`config.mk`:
```
export PLATFORM = sky130hd
export DESIGN_NAME = hazard_pipe_ctrl
export DESIGN_NICKNAME = d
export VERILOG_FILES = /design/src/rtl/hazard_pipe_ctrl.sv
export SDC_FILE = /design/constraint.sdc
export NUM_CORES = 1
export LEC_CHECK = 0
export BUFFER_PORTS_ARGS = -buffer_cell sky130_fd_sc_hd__clkbuf_2
export CORE_ASPECT_RATIO = 0.75
export CORE_UTILIZATION = 44
export DETAILED_ROUTE_END_ITERATION = 8
export PLACE_DENSITY = 0.82
export SYNTH_ARGS = -nofsm -noshare
export SYNTH_HDL_FRONTEND = slang
export SYNTH_SLANG_ARGS = --single-unit
```
`constraint.sdc`:
```
create_clock -name clk -period 1.8 [get_ports clk]
set_input_delay 0.18 -clock clk [delete_from_list [all_inputs] [get_ports clk]]
set_output_delay 0.18 -clock clk [all_outputs]
set_load 0.02 [all_outputs]
```
`src/rtl/hazard_pipe_ctrl.sv`:
```
// hazard_pipe_ctrl: ID/EX, EX/MEM, MEM/WB index/control pipeline with load-use stall and flush bubbles
module hazard_pipe_ctrl #(
    parameter int REG_W = 5,
    parameter int CNT_W = 16
) (
    input  logic             clk,
    input  logic             reset,
    input  logic [REG_W-1:0] ID_Rn,
    input  logic [REG_W-1:0] ID_Rm,
    input  logic [REG_W-1:0] ID_Rd,
    input  logic             ID_UseRn,
    input  logic             ID_UseRm,
    input  logic             ID_RegWrite,
    input  logic             ID_MemRead,
    input  logic             flush,
    output logic [REG_W-1:0] EX_Rn,
    output logic [REG_W-1:0] EX_Rm,
    output logic [REG_W-1:0] EX_Rd,
    output logic             EX_RegWrite,
    output logic             EX_MemRead,
    output logic [REG_W-1:0] MEM_Rd,
    output logic             MEM_RegWrite,
    output logic [REG_W-1:0] WB_Rd,
    output logic             WB_RegWrite,
    output logic             stall,
    output logic [CNT_W-1:0] stall_count
);
    localparam logic [REG_W-1:0] ZR = '1;
    logic haz, bub;
    assign haz = EX_MemRead && EX_Rd != ZR &&
                 ((ID_UseRn && ID_Rn == EX_Rd) || (ID_UseRm && ID_Rm == EX_Rd));
    assign stall = haz && !flush;
    assign bub = flush || haz;
    always_ff @(posedge clk) begin
        if (reset) begin
            EX_Rn        <= ZR;
            EX_Rm        <= ZR;
            EX_Rd        <= ZR;
            EX_RegWrite  <= 1'b0;
            EX_MemRead   <= 1'b0;
            MEM_Rd       <= ZR;
            MEM_RegWrite <= 1'b0;
            WB_Rd        <= ZR;
            WB_RegWrite  <= 1'b0;
            stall_count  <= '0;
        end else begin
            EX_Rn        <= (bub || !ID_UseRn) ? ZR : ID_Rn;
            EX_Rm        <= (bub || !ID_UseRm) ? ZR : ID_Rm;
            EX_Rd        <= bub ? ZR : ID_Rd;
            EX_RegWrite  <= !bub && ID_RegWrite;
            EX_MemRead   <= !bub && ID_MemRead;
            MEM_Rd       <= EX_Rd;
            MEM_RegWrite <= EX_RegWrite;
            WB_Rd        <= MEM_Rd;
            WB_RegWrite  <= MEM_RegWrite;
            if (stall && stall_count != '1)
                stall_count <= stall_count + 1'b1;
        end
    end
endmodule

```
After elaboration in Yosys (flattened, before gate mapping):

Index checks and enable logic that the tools add are counted.

* bits in registers: 45
* output and inout bits: 46
* logic and storage cells: 34
* input bits: 22

* equal/unequal tests: 4
* add/sub/neg operators: 1
* reduce and logical (&&, ||, !) cells: 19

Operator list (count)
* adder 16 x 1 -> 16 bit, second input constant: 1
* inequality test 16 bit, second input constant: 1
* equality test 5 bit: 2
* logical AND 1 bit: 8
* OR reduction 2 bit: 3
* inequality test 5 bit, second input constant: 1
* zero test 1 bit: 4
* logical OR 1 bit: 4

Depth between registers and ports, before layout:

Gate-level depths: netlist (run 1).

* word-level depth: 7
* gate-level depth with buffers: 7
* mapped depth without buffers: 6

Least setup slack after synthesis (run 1):

Ideal clock, no wire load.

* kind: register to register
* start point: reg stall_count[8]
* end point: reg stall_count[2]
* clock period less this slack: 2.047 ns
* arrival: 1.925 ns
* stages on the path, launching flop included: 7
* data required time: 1.679 ns
* path slack: -0.247 ns
* setup time: 0.121 ns
* path buffers: 1
* cells stage by stage: dfxtp_1 -> nand4_2 -> or4_4 -> o21ai_4 -> buf_6 -> nor3_2 -> mux2_4

* cells in the longest elaborated chain, start to end: 2

Ends and longest elaborated chain
* from (decl): RTL line 26 `output logic [CNT_W-1:0] stall_count`
* from (signal assigned): RTL line 57 `stall_count <= stall_count + 1'b1;`
* inequality test 16 bit: RTL line 56 `if (stall && stall_count != '1)`
* logical AND 1 bit: RTL line 56

No other way between the ends.
A chain may end at the register's enable or synchronous reset.

Worst setup path after layout (run 1):

* start point: reg stall_count[3]
* end point: reg stall_count[5]

* cells in the longest elaborated chain, start to end: 2
* elaborated cells between the ends (all ways): 3
* those cells by class: add/sub: 1; eq/ne: 1; reduce/logical: 1

Ends and longest elaborated chain
* parallel branches: the longest is 2 deep, another holds adder 16 x 1 -> 16 bit

Several ways; the timed one is not identified.

==> summary.txt, run 1 <==
Inserted Diodes = 0
Via density = 5.586
Worst EP arrival = 2160 ps
Final Hold Slack = 46.05 ps
Synth area leader = dfxtp_1
Finished Core Util = 74.12%
CP Data Required Time = 2000 ps
Hold Fails Final Rpt = 0
I/O pin count = 68
Slowest CP cell = or4_4
Post-synth cell types = 40
Critical path endpoint category = flip-flop
Failing checks = negative setup slack
Chip height = 58.99 um
Most numerous cell in the Yosys netlist = dfxtp_1
First-pass GRT wire length = 8956 um
Initial antenna violation count = 0
Die width = 77.99 um
Largest net degree at the start of global routing = 21
Setup TNS = -2059 ps
CTS max path bufs = 2
Met3 wire len = 641 um
Layout cell share with drive strength beyond 1 = 61.94%
Syn_nets = 217
Starting Density = 46.43%
Drt total wl = 6791 um
Max-capacitance violation count = 0
Total GRT Usage = 25.76%
Vias = 2039
Syn Area/Cell = 9.823 um^2
Layout Cells excl Fill = 365
Clk sink count = 45
Syn Inst Count = 194
Area growth syn-to-layout = 59.62%
Mapped Area = 1906 um^2
Synthesized flop and latch total = 45
RSZ-0062 raised after global routing = yes
Drt pass-1 iters = 5
PwrDens = 632.1 nW/um^2
Drt wl/cell = 18.61 um
Startpoint types = flip-flop
Top Metal Used = met4
WS Path Type = flip-flop to flip-flop
CP max stage delay = 580 ps
Fmax = 509.4 MHz
TritonCTS clock tree = yes
Hold/Removal Path Class = primary input to flip-flop
Max-slew violation count = 0
Worst Setup Slack post-DPL = -155.8 ps
Largest cells by area after synthesis = dfxtp_1, xnor2_1, nand3b_1
Final setup vio count = 16
Slew headroom = 67.95%
Period utilisation layout = 109.1%
Post-layout worst setup margin = -163.0 ps
Site Rows = 20
Clk pin slew, worst setup/hold paths = 90 ps
# H-tree levels = 2
Dpl hpwl = 3846 um
Final Net Count = 332
Final Skew = 13.21 ps
Starting DRT DRC Count = 264
CP max FO = 5
Root buf cell = clkbuf_8
Antenna Nets Post-Route = 0
Post-synth EDFFs = 0
Seq/Total Area, Yosys = 47.28%
Leak = 1.296 nW
Crit-path cells = nand4_1 -> or4_4 -> o21ai_4 -> nor3_4 -> mux2_4
Min Tclk post-route = 1963 ps
DP Cell Count = 342
Ys async rst share = 0%
Vias in the first global route = 1803
DRC = 0
Share of the synthesized area in the top cell type = 47.28%
GPL Wtd Cong = 0.8871
Peak supply drop = 0.0004505 V
CORE AREA = 4104 um^2
IO buf count = 67
Remaining Overflow, GRT = 0
Most frequent cells after synthesis = dfxtp_1, nand3b_1, nor2_1, or2_2, xnor2_1
Latest clock arrival within the worst-skew pair = 320 ps
Least-Margin Pin Slew = 477.5 ps
WL met2 = 2987 um
Status = complete, but fails checks
Yosys warns = 0
M1 wire length = 2919 um
Die area = 4601 um^2
Most used DFF post-synth = dfxtp_1
CTS buffer count = 5
-- logic make-up after synthesis --
family | after synthesis | synth area share (%)
flip-flops | 45 | 47.27
AO/OA/AOI/OAI | 27 | 10.31
adder cells (fa/ha/maj) | 1 | 0.6565
AND/OR/NAND/NOR | 93 | 29.81
multiplexers | 6 | 4.136
buffers and inverters | 12 | 3.217
XOR/XNOR | 10 | 4.596
-- worst paths after layout --
check / slack (ps) / start / to / cells after the start
worst min register to register: 460 / MEM_Rd[2] / WB_Rd[2] / 1
worst min-delay path: 50 / ID_Rd[2] / EX_Rd[2] / 2
worst max register to register: -160 / stall_count[3] / stall_count[5] / 5
worst max-delay path: -160 / stall_count[3] / stall_count[5] / 5
-- critical path: cells and delay by family (launching register included) --
family	cells	cell delay, ps
and+or+nand+nor	3	850
muxes	1	310
DFF	1	360
AOI/OAI and AO/OA	1	330
-- repair_timing --
action	in CTS	in global routing
pin swaps	11	15
hold buffers	0	0
resized for setup	15	35
cloned	1	2
setup endpoints to repair	17	19
setup buffers	6	6
-- cells in the final DEF, fill, tap and decap left out, types with 3 or more instances in the layout --
cell / instances
clkbuf_2: 66
buf_4: 41
dfxtp_1: 28
dfxtp_4: 13
nor2_1: 10
nand3b_1: 10
or2_2: 10
nand2_1: 9
nor2b_1: 9
xnor2_1: 8
nand4_1: 8
buf_6: 8
nand3_1: 6
or4_4: 6
a21oi_2: 6
mux2_4: 5
o31ai_1: 5
nand2b_1: 5
clkbuf_8: 5
dfxtp_2: 4
nor4_4: 4
inv_1: 3
inv_6: 3
-- report_power, final --
| group | internal (mW) | switching, mW | leakage [nW] | total (mW) |
|---|---|---|---|---|
| clock network | 0.289 | 0.395 | 0.0495 | 0.683 |
| registers | 0.996 | 0.0124 | 0.375 | 1.01 |
| logic | 0.0985 | 0.132 | 0.872 | 0.231 |
-- sequential cells by signal (all words and copies together) (netlist names) --
register and count:
MEM_RegWrite 1, WB_Rd 5, EX_MemRead 1, WB_RegWrite 1, MEM_Rd 5, stall_count 16, EX_Rd 5, EX_RegWrite 1
EX_Rn 5, EX_Rm 5
-- cell type report --
type	instances	area (um^2)
Clock buffer	5	68.82
Clock inverter	3	26.28
Fill cell	260	1062
Inverter	3	11.26
Multi-Input combinational cell	138	1179
Sequential cell	45	954.7
Tap cell	55	68.82
Timing Repair Buffer	116	733.2
-- layer usage --
metal  GRT usage [%]  up-vias
li1                -      936
met1           35.39      924
met2           39.32      148
met3           5.077       31
met4           12.70        0
met5               0        -
-- metrics by stage --
step	cell area, um^2	power (mW)
global route	3042	1.986
detailed placement	2605	1.214
global placement	2605	1.210
CTS	2824	1.887
finish	3042	1.923
floorplan	1983	1.128
No activity file was read; power rests on OpenSTA's default activity.
==> inputs of run 2 (changes only) <==
--- a/config.mk
+++ b/config.mk
@@ -10,6 +10,7 @@
 export CORE_UTILIZATION = 44
 export DETAILED_ROUTE_END_ITERATION = 8
 export PLACE_DENSITY = 0.82
+export RECOVER_POWER = 50
 export SYNTH_ARGS = -nofsm -noshare
 export SYNTH_HDL_FRONTEND = slang
 export SYNTH_SLANG_ARGS = --single-unit
==> summary.txt, run 2 (same netlist as run 1, synthesis figures left out) <==
Status = complete, but fails checks
Failing checks = negative setup slack
Slew headroom = 32.22% (-36 points)
Final Net Count = 332 (unchanged)
Crit-path cells = nand4_1 -> or4_4 -> o21ai_4 -> nor3_4 -> mux2_4
DP Area = 2605 um^2 (unchanged)
Layout cell share with drive strength beyond 1 = 54.52% (-7.4 points)
Startpoint types = flip-flop
RR Startpoint = stall_count[2]
GPL Wtd Cong = 0.8871 (unchanged)
CTS max path bufs = 2 (unchanged)
Peak supply drop = 0.0004495 V (-0.24%)
WS Path Type = flip-flop to flip-flop
Final setup vio count = 18 (+2)
CORE AREA = 4104 um^2 (unchanged)
Drt pass-1 iters = 5 (unchanged)
Inserted Diodes = 0 (unchanged)
Latest clock arrival within the worst-skew pair = 310 ps (about the same)
Worst EP arrival = 2170 ps (about the same)
Count of buffer and inverter cells on the critical path = 0 (unchanged)
Final Skew = 9.407 ps (-3.802 ps)
Die area = 4601 um^2 (unchanged)
Post-layout instance area = 3010 um^2 (-1.0%)
Max FFs per register = 16 (unchanged)
Final Total Pwr = 1.916 mW (-0.36%)
CP max FO = 5 (unchanged)
Hold Fails Final Rpt = 0 (unchanged)
Total GRT Usage = 25.76% (unchanged)
First-pass GRT wire length = 8956 um (unchanged)
# H-tree levels = 2 (unchanged)
Finished Core Util = 73.35% (-0.76 points)
CP Data Required Time = 2000 ps (about the same)
Chip height = 58.99 um (unchanged)
Starting Density = 46.43% (unchanged)
Top Family by Delay on Critical Path = simple AND/OR/NAND/NOR gates
RSZ-0062 raised after global routing = yes
TritonCTS clock tree = yes
Vias in the first global route = 1803 (unchanged)
Least-Margin Pin Slew = 1017 ps (+539.2 ps)
Dpl hpwl = 3846 um (unchanged)
Hold-fix buffers, CTS = 0 (unchanged)
Max-slew violation count = 0 (unchanged)
Via density = 5.671 (+1.5%)
DRC = 0 (unchanged)
Root buf cell = clkbuf_8
Site Rows = 20 (unchanged)
Vias = 2070 (+1.5%)
CTS buffer count = 5 (unchanged)
Die width = 77.99 um (unchanged)
Post-layout worst setup margin = -162.9 ps (+0.02800 ps)
Worst Setup Slack post-DPL = -155.8 ps (unchanged)
Clk pin slew, worst setup/hold paths = 90 ps (about the same)
Fill count = 268 (+3.1%)
Leak = 1.235 nW (-4.7%)
Largest net degree at the start of global routing = 21 (unchanged)
Most frequent cells in the layout = clkbuf_2, buf_4, dfxtp_1, clkbuf_1, dfxtp_4
IO buf count = 67 (unchanged)
CP max stage delay = 580 ps (about the same)
Slowest CP cell = or4_4
Drt wl/cell = 18.58 um (-0.15%)
Fmax = 509.4 MHz (about the same)
Starting DRT DRC Count = 220 (-17%)
Hold/Removal Path Class = primary input to flip-flop
Hold wc startpoint = ID_Rd[2]
Commonest non-fill, non-tap cell in the layout = clkbuf_2
Min Tclk post-route = 1963 ps (-0.02800 ps)
Area growth syn-to-layout = 57.98%
Period utilisation layout = 109.1% (about the same)
Remaining Overflow, GRT = 0 (unchanged)
Worst setup path startpoint = stall_count[2]
Antenna Nets Post-Route = 0 (unchanged)
I/O pin count = 68 (unchanged)
Clk sink count = 45 (unchanged)
PwrDens = 636.4 nW/um^2 (+0.67%)
Max-capacitance violation count = 0 (unchanged)
Biggest register = stall_count
Critical path endpoint category = flip-flop
Initial antenna violation count = 0 (unchanged)
Drt total wl = 6781 um (-0.15%)
[run 2: routing by layer]
metal | wire length, um | track usage (%) | share of wire, %
met5 | 0 | 0 | 0
met4 | 249 | 12.70 | 3.7
met3 | 651 | 5.077 | 9.6
met2 | 2996 | 39.32 | 44
met1 | 2883 | 35.39 | 43
[run 2: area by class of cell]
class	instances	area [um^2]	share of cell area, %
timing repair buffer	116	701.9	23.32
multi-input combinational	138	1179	39.15
clock inverter	3	26.28	0.8728
sequential	45	954.7	31.71
clock buffer	5	68.82	2.286
inverter	3	11.26	0.3741
tap	55	68.82	2.286
[run 2: path summary, 6_finish.rpt]
path / slack, ps / endpoint / cells after the start
setup reg to reg: -160 / stall_count[5] / 5
setup / recovery: -160 / stall_count[5] / 5
hold reg to reg: 450 / WB_Rd[2] / 1
hold / removal: 50 / EX_Rd[2] / 2
[run 2: report_power, final]
| part | internal [mW] | total, mW | switching [mW] |
|---|---|---|---|
| Clock | 0.289 | 0.681 | 0.392 |
| Combinational | 0.0946 | 0.226 | 0.132 |
| Sequential | 0.996 | 1.01 | 0.0124 |
| Total | 1.38 | 1.92 | 0.536 |
[run 2: what timing repair did]
action	CTS	global route
resized for setup	15	35
cloned	1	2
setup endpoints to repair	17	19
setup buffers	6	6
hold endpoints to repair	0	0
pin swaps	11	15
[run 2: metrics by stage]
step,hold WS [ps],std cells,TNS [ps]
after floorplan,263.1,194,-365.5
after global placement,367.2,342,-877.7
after detailed placement,363.5,342,-1054
after CTS,45.04,357,-398.8
after global routing,52.60,365,-2992
final,46.83,365,-2139
[run 2: worst reg2reg max path, cell delays in order, from the launching register on]
cell and delay [ps]:
dfxtp_4 360, nand4_1 180, or4_4 580, o21ai_4 330
nor3_4 90, mux2_4 310
==> inputs of run 3 (changes only) <==
--- a/config.mk
+++ b/config.mk
@@ -5,12 +5,14 @@
 export SDC_FILE = /design/constraint.sdc
 export NUM_CORES = 1
 export LEC_CHECK = 0
+export ABC_AREA = 1
 export BUFFER_PORTS_ARGS = -buffer_cell sky130_fd_sc_hd__clkbuf_2
 export CORE_ASPECT_RATIO = 0.75
 export CORE_UTILIZATION = 44
 export DETAILED_ROUTE_END_ITERATION = 8
 export PLACE_DENSITY = 0.82
 export RECOVER_POWER = 50
+export SLEW_MARGIN = 10
 export SYNTH_ARGS = -nofsm -noshare
 export SYNTH_HDL_FRONTEND = slang
 export SYNTH_SLANG_ARGS = --single-unit
==> summary.txt, run 3 <==
Drt wl/cell = 10.39 um (-44%)
Worst Setup Slack post-DPL = 106.4 ps (+262.1 ps)
Largest cells by area after synthesis = dfxtp_1, nand2_1, nor2_1
Hold-fix buffers, CTS = 0 (unchanged)
Hold Fails Final Rpt = 0 (unchanged)
Post-synth cell types = 21 (-48%)
Max-slew violation count = 0 (unchanged)
Remaining Overflow, GRT = 0 (unchanged)
Crit path depth = 10 (+5)
Vias in the first global route = 1500 (-17%)
I/O pin count = 68 (unchanged)
Dpl hpwl = 3189 um (-17%)
Most frequent cells in the layout = nand2_1, nor2_1, dfxtp_1, inv_1
Biggest register = stall_count
CP max stage delay = 360 ps (-220 ps)
Clk sink count = 45 (unchanged)
Startpoint types = flip-flop
Int Pwr = 1.410 mW (+2.2%)
Critical path endpoint category = flip-flop
Combinational power share = 7.7% (-4.1 points)
Period utilisation layout = 93.15% (-16 points)
CP max FO = 6 (+1)
Clk pwr share = 36.7% (+1.2 points)
Starting Density = 46.44% (about the same)
R2R setup slack = 120 ps (+290 ps)
Area growth syn-to-layout = 27.28%
Initial antenna violation count = 0 (unchanged)
Drt total wl = 4290 um (-37%)
Sw Pwr = 0.4315 mW (-20%)
Commonest non-fill, non-tap cell in the layout = nand2_1
Final setup vio count = 0 (-18)
Drt pass-1 iters = 4 (-1)
Inserted Diodes = 0 (unchanged)
Most numerous cell in the Yosys netlist = nand2_1
CP Data Required Time = 1990 ps (about the same)
Leak = 1.128 nW (-8.7%)
Synthesized flop and latch total = 45 (unchanged)
Max-capacitance violation count = 0 (unchanged)
Share of the synthesized area in the top cell type = 47.56% (+0.28 points)
Syn Inst Count = 281 (+45%)
Cell count of the worst reg-to-reg path = 10 (+5)
Cell repeated most along the worst path = nand2_1
GPL Wtd Cong = 0.8185 (-7.7%)
CORE AREA = 4079 um^2 (-0.61%)
Worst EP arrival = 1860 ps (-310 ps)
Hold/Removal Path Class = primary input to flip-flop
Crit-path cells = ha_1 -> nand2_1 -> nor2_2 -> nand3_1 -> nor2_2 -> inv_2 -> nand4_1 -> nand2_1 -> nand2_1 -> nor2_1
Final Net Count = 380 (+14%)
IO buf count = 67 (unchanged)
Min Tclk post-route = 1677 ps (-286.3 ps)
Setup TNS = 0 ps (+2139 ps)
Fmax = 596.4 MHz (+17%)
TritonCTS clock tree = yes
Sw frac = 23.43% (-4.6 points)
CTS max path bufs = 2 (unchanged)
Antenna Nets Post-Route = 0 (unchanged)
Max FFs per register = 16 (unchanged)
Post-synth EDFFs = 0 (unchanged)
Syn_nets = 304 (+40%)
Least-Margin Pin Slew = 346.8 ps (-669.8 ps)
Mapped Area = 1894 um^2 (-0.59%)
Most used DFF post-synth = dfxtp_1
Yosys warns = 0 (unchanged)
PwrDens = 763.7 nW/um^2 (+20%)
Slew headroom = 76.79% (+45 points)
Seq/Total Area, Yosys = 47.56% (+0.28 points)
Layout cell share with drive strength beyond 1 = 21.79% (-33 points)
Root buf cell = clkbuf_8
Most frequent cells after synthesis = nand2_1, nor2_1, dfxtp_1, inv_1
Ys async rst share = 0% (unchanged)
Total GRT Usage = 18.92% (-6.8 points)
Site Rows = 20 (unchanged)
Die area = 4575 um^2 (-0.57%)
Latest clock arrival within the worst-skew pair = 290 ps (-20 ps)
Count of buffer and inverter cells on the critical path = 1 (+1)
Die width = 77.77 um (-0.29%)
CTS buffer count = 5 (unchanged)
Vias = 1852 (-11%)
Post-layout worst setup margin = 123.3 ps (+286.3 ps)
Status = completed
First-pass GRT wire length = 6630 um (-26%)
Syn Area/Cell = 6.741 um^2 (-31%)
Slowest CP cell = dfxtp_2
DRC = 0 (unchanged)
# H-tree levels = 2 (unchanged)
Worst hold path stage count = 2 (unchanged)
Starting DRT DRC Count = 112 (-49%)
Chip height = 58.83 um (-0.28%)
Via density = 4.484 (-21%)
Peak supply drop = 0.0004083 V (-9.2%)
Final Hold Slack = 69.96 ps (+23.14 ps)
Clk pin slew, worst setup/hold paths = 80 ps (about the same)
Seq pwr share = 55.6% (+3.0 points)
Final Skew = 8.640 ps (-0.7670 ps)
Top Family by Delay on Critical Path = simple AND/OR/NAND/NOR gates
Largest net degree at the start of global routing = 22 (+4.8%)
Synth area leader = dfxtp_1
WS Path Type = flip-flop to flip-flop
[run 3: cell types whose count changed after synthesis, moves of 5 or more]
| cell | previous run | this run |
|---|---|---|
| or4_1 | 6 | 0 |
| nand3b_1 | 10 | 1 |
| nand3_1 | 6 | 11 |
| nor2b_1 | 9 | 0 |
| inv_1 | 3 | 38 |
| clkbuf_1 | 6 | 1 |
| nand2_1 | 9 | 89 |
| nand2b_1 | 5 | 0 |
| nor2_1 | 10 | 62 |
| xnor2_1 | 10 | 0 |
| o31ai_1 | 7 | 0 |
[run 3: worst paths after layout]
check,start,to
worst max-delay path,stall_count[1],stall_count[2]
worst min-delay path,ID_Rd[1],EX_Rd[1]
worst max register to register,stall_count[1],stall_count[2]
worst min register to register,MEM_RegWrite,WB_RegWrite
[run 3: power groups by stage]
stage | Combinational [mW] | Sequential (mW) | Clock (mW)
after floorplan | 0.0610 | 1.07 | 0
after global placement | 0.142 | 1.05 | 0
after detailed placement | 0.143 | 1.05 | 0
after CTS | 0.145 | 1.02 | 0.684
after global routing | 0.159 | 1.03 | 0.734
final | 0.142 | 1.02 | 0.676
[run 3: area by class of cell]
| class | count | area [um^2] |
|---|---|---|
| well taps | 55 | 68.82 |
| clock inverters | 1 | 5.005 |
| repair buffers | 72 | 337.8 |
| fillers | 405 | 1668 |
| flip-flops and latches | 45 | 913.4 |
| inverters | 41 | 153.9 |
| clock buffers | 7 | 96.34 |
| multi-input cells | 192 | 835.8 |
[run 3: cells by family (layout without fill, tap and decap cells)]
kind of cell | count (synthesis) | count (layout) | synth area share [%]
DFF | 45 | 45 | 47.56
and+or+nand+nor | 182 | 182 | 39.89
AOI/OAI and AO/OA | 9 | 9 | 2.774
adders and majority gates | 1 | 1 | 0.6604
buffers and inverters | 44 | 121 | 9.115
[run 3: repair_timing]
item                       CTS  global route
buffers inserted             0             3
gates resized for setup      9            10
setup endpoints to repair    1            17
pin swaps                    0             4
[run 3: metal layers]
layer  vias up  GRT usage [%]  wire length, um  share of wire (%)
met2        67          28.45             1780                 41
met4         0          10.78              115                2.7
met3        13          4.651              299                7.0
met1       784          25.07             2095                 49
met5         -              0                0                  0
li1        988              -                -                  -
[run 3: metrics by stage]
step / std cells / util [%] / cell area [um^2] / power (mW)
6_report: 413 / 59.11 / 2411 / 1.841
5_1_grt: 413 / 59.11 / 2411 / 1.919
4_1_cts: 410 / 59.20 / 2415 / 1.851
3_5_place_dp: 402 / 56.26 / 2295 / 1.191
3_3_place_gp: 402 / 56.26 / 2295 / 1.189
2_1_floorplan: 281 / - / 1894 / 1.130
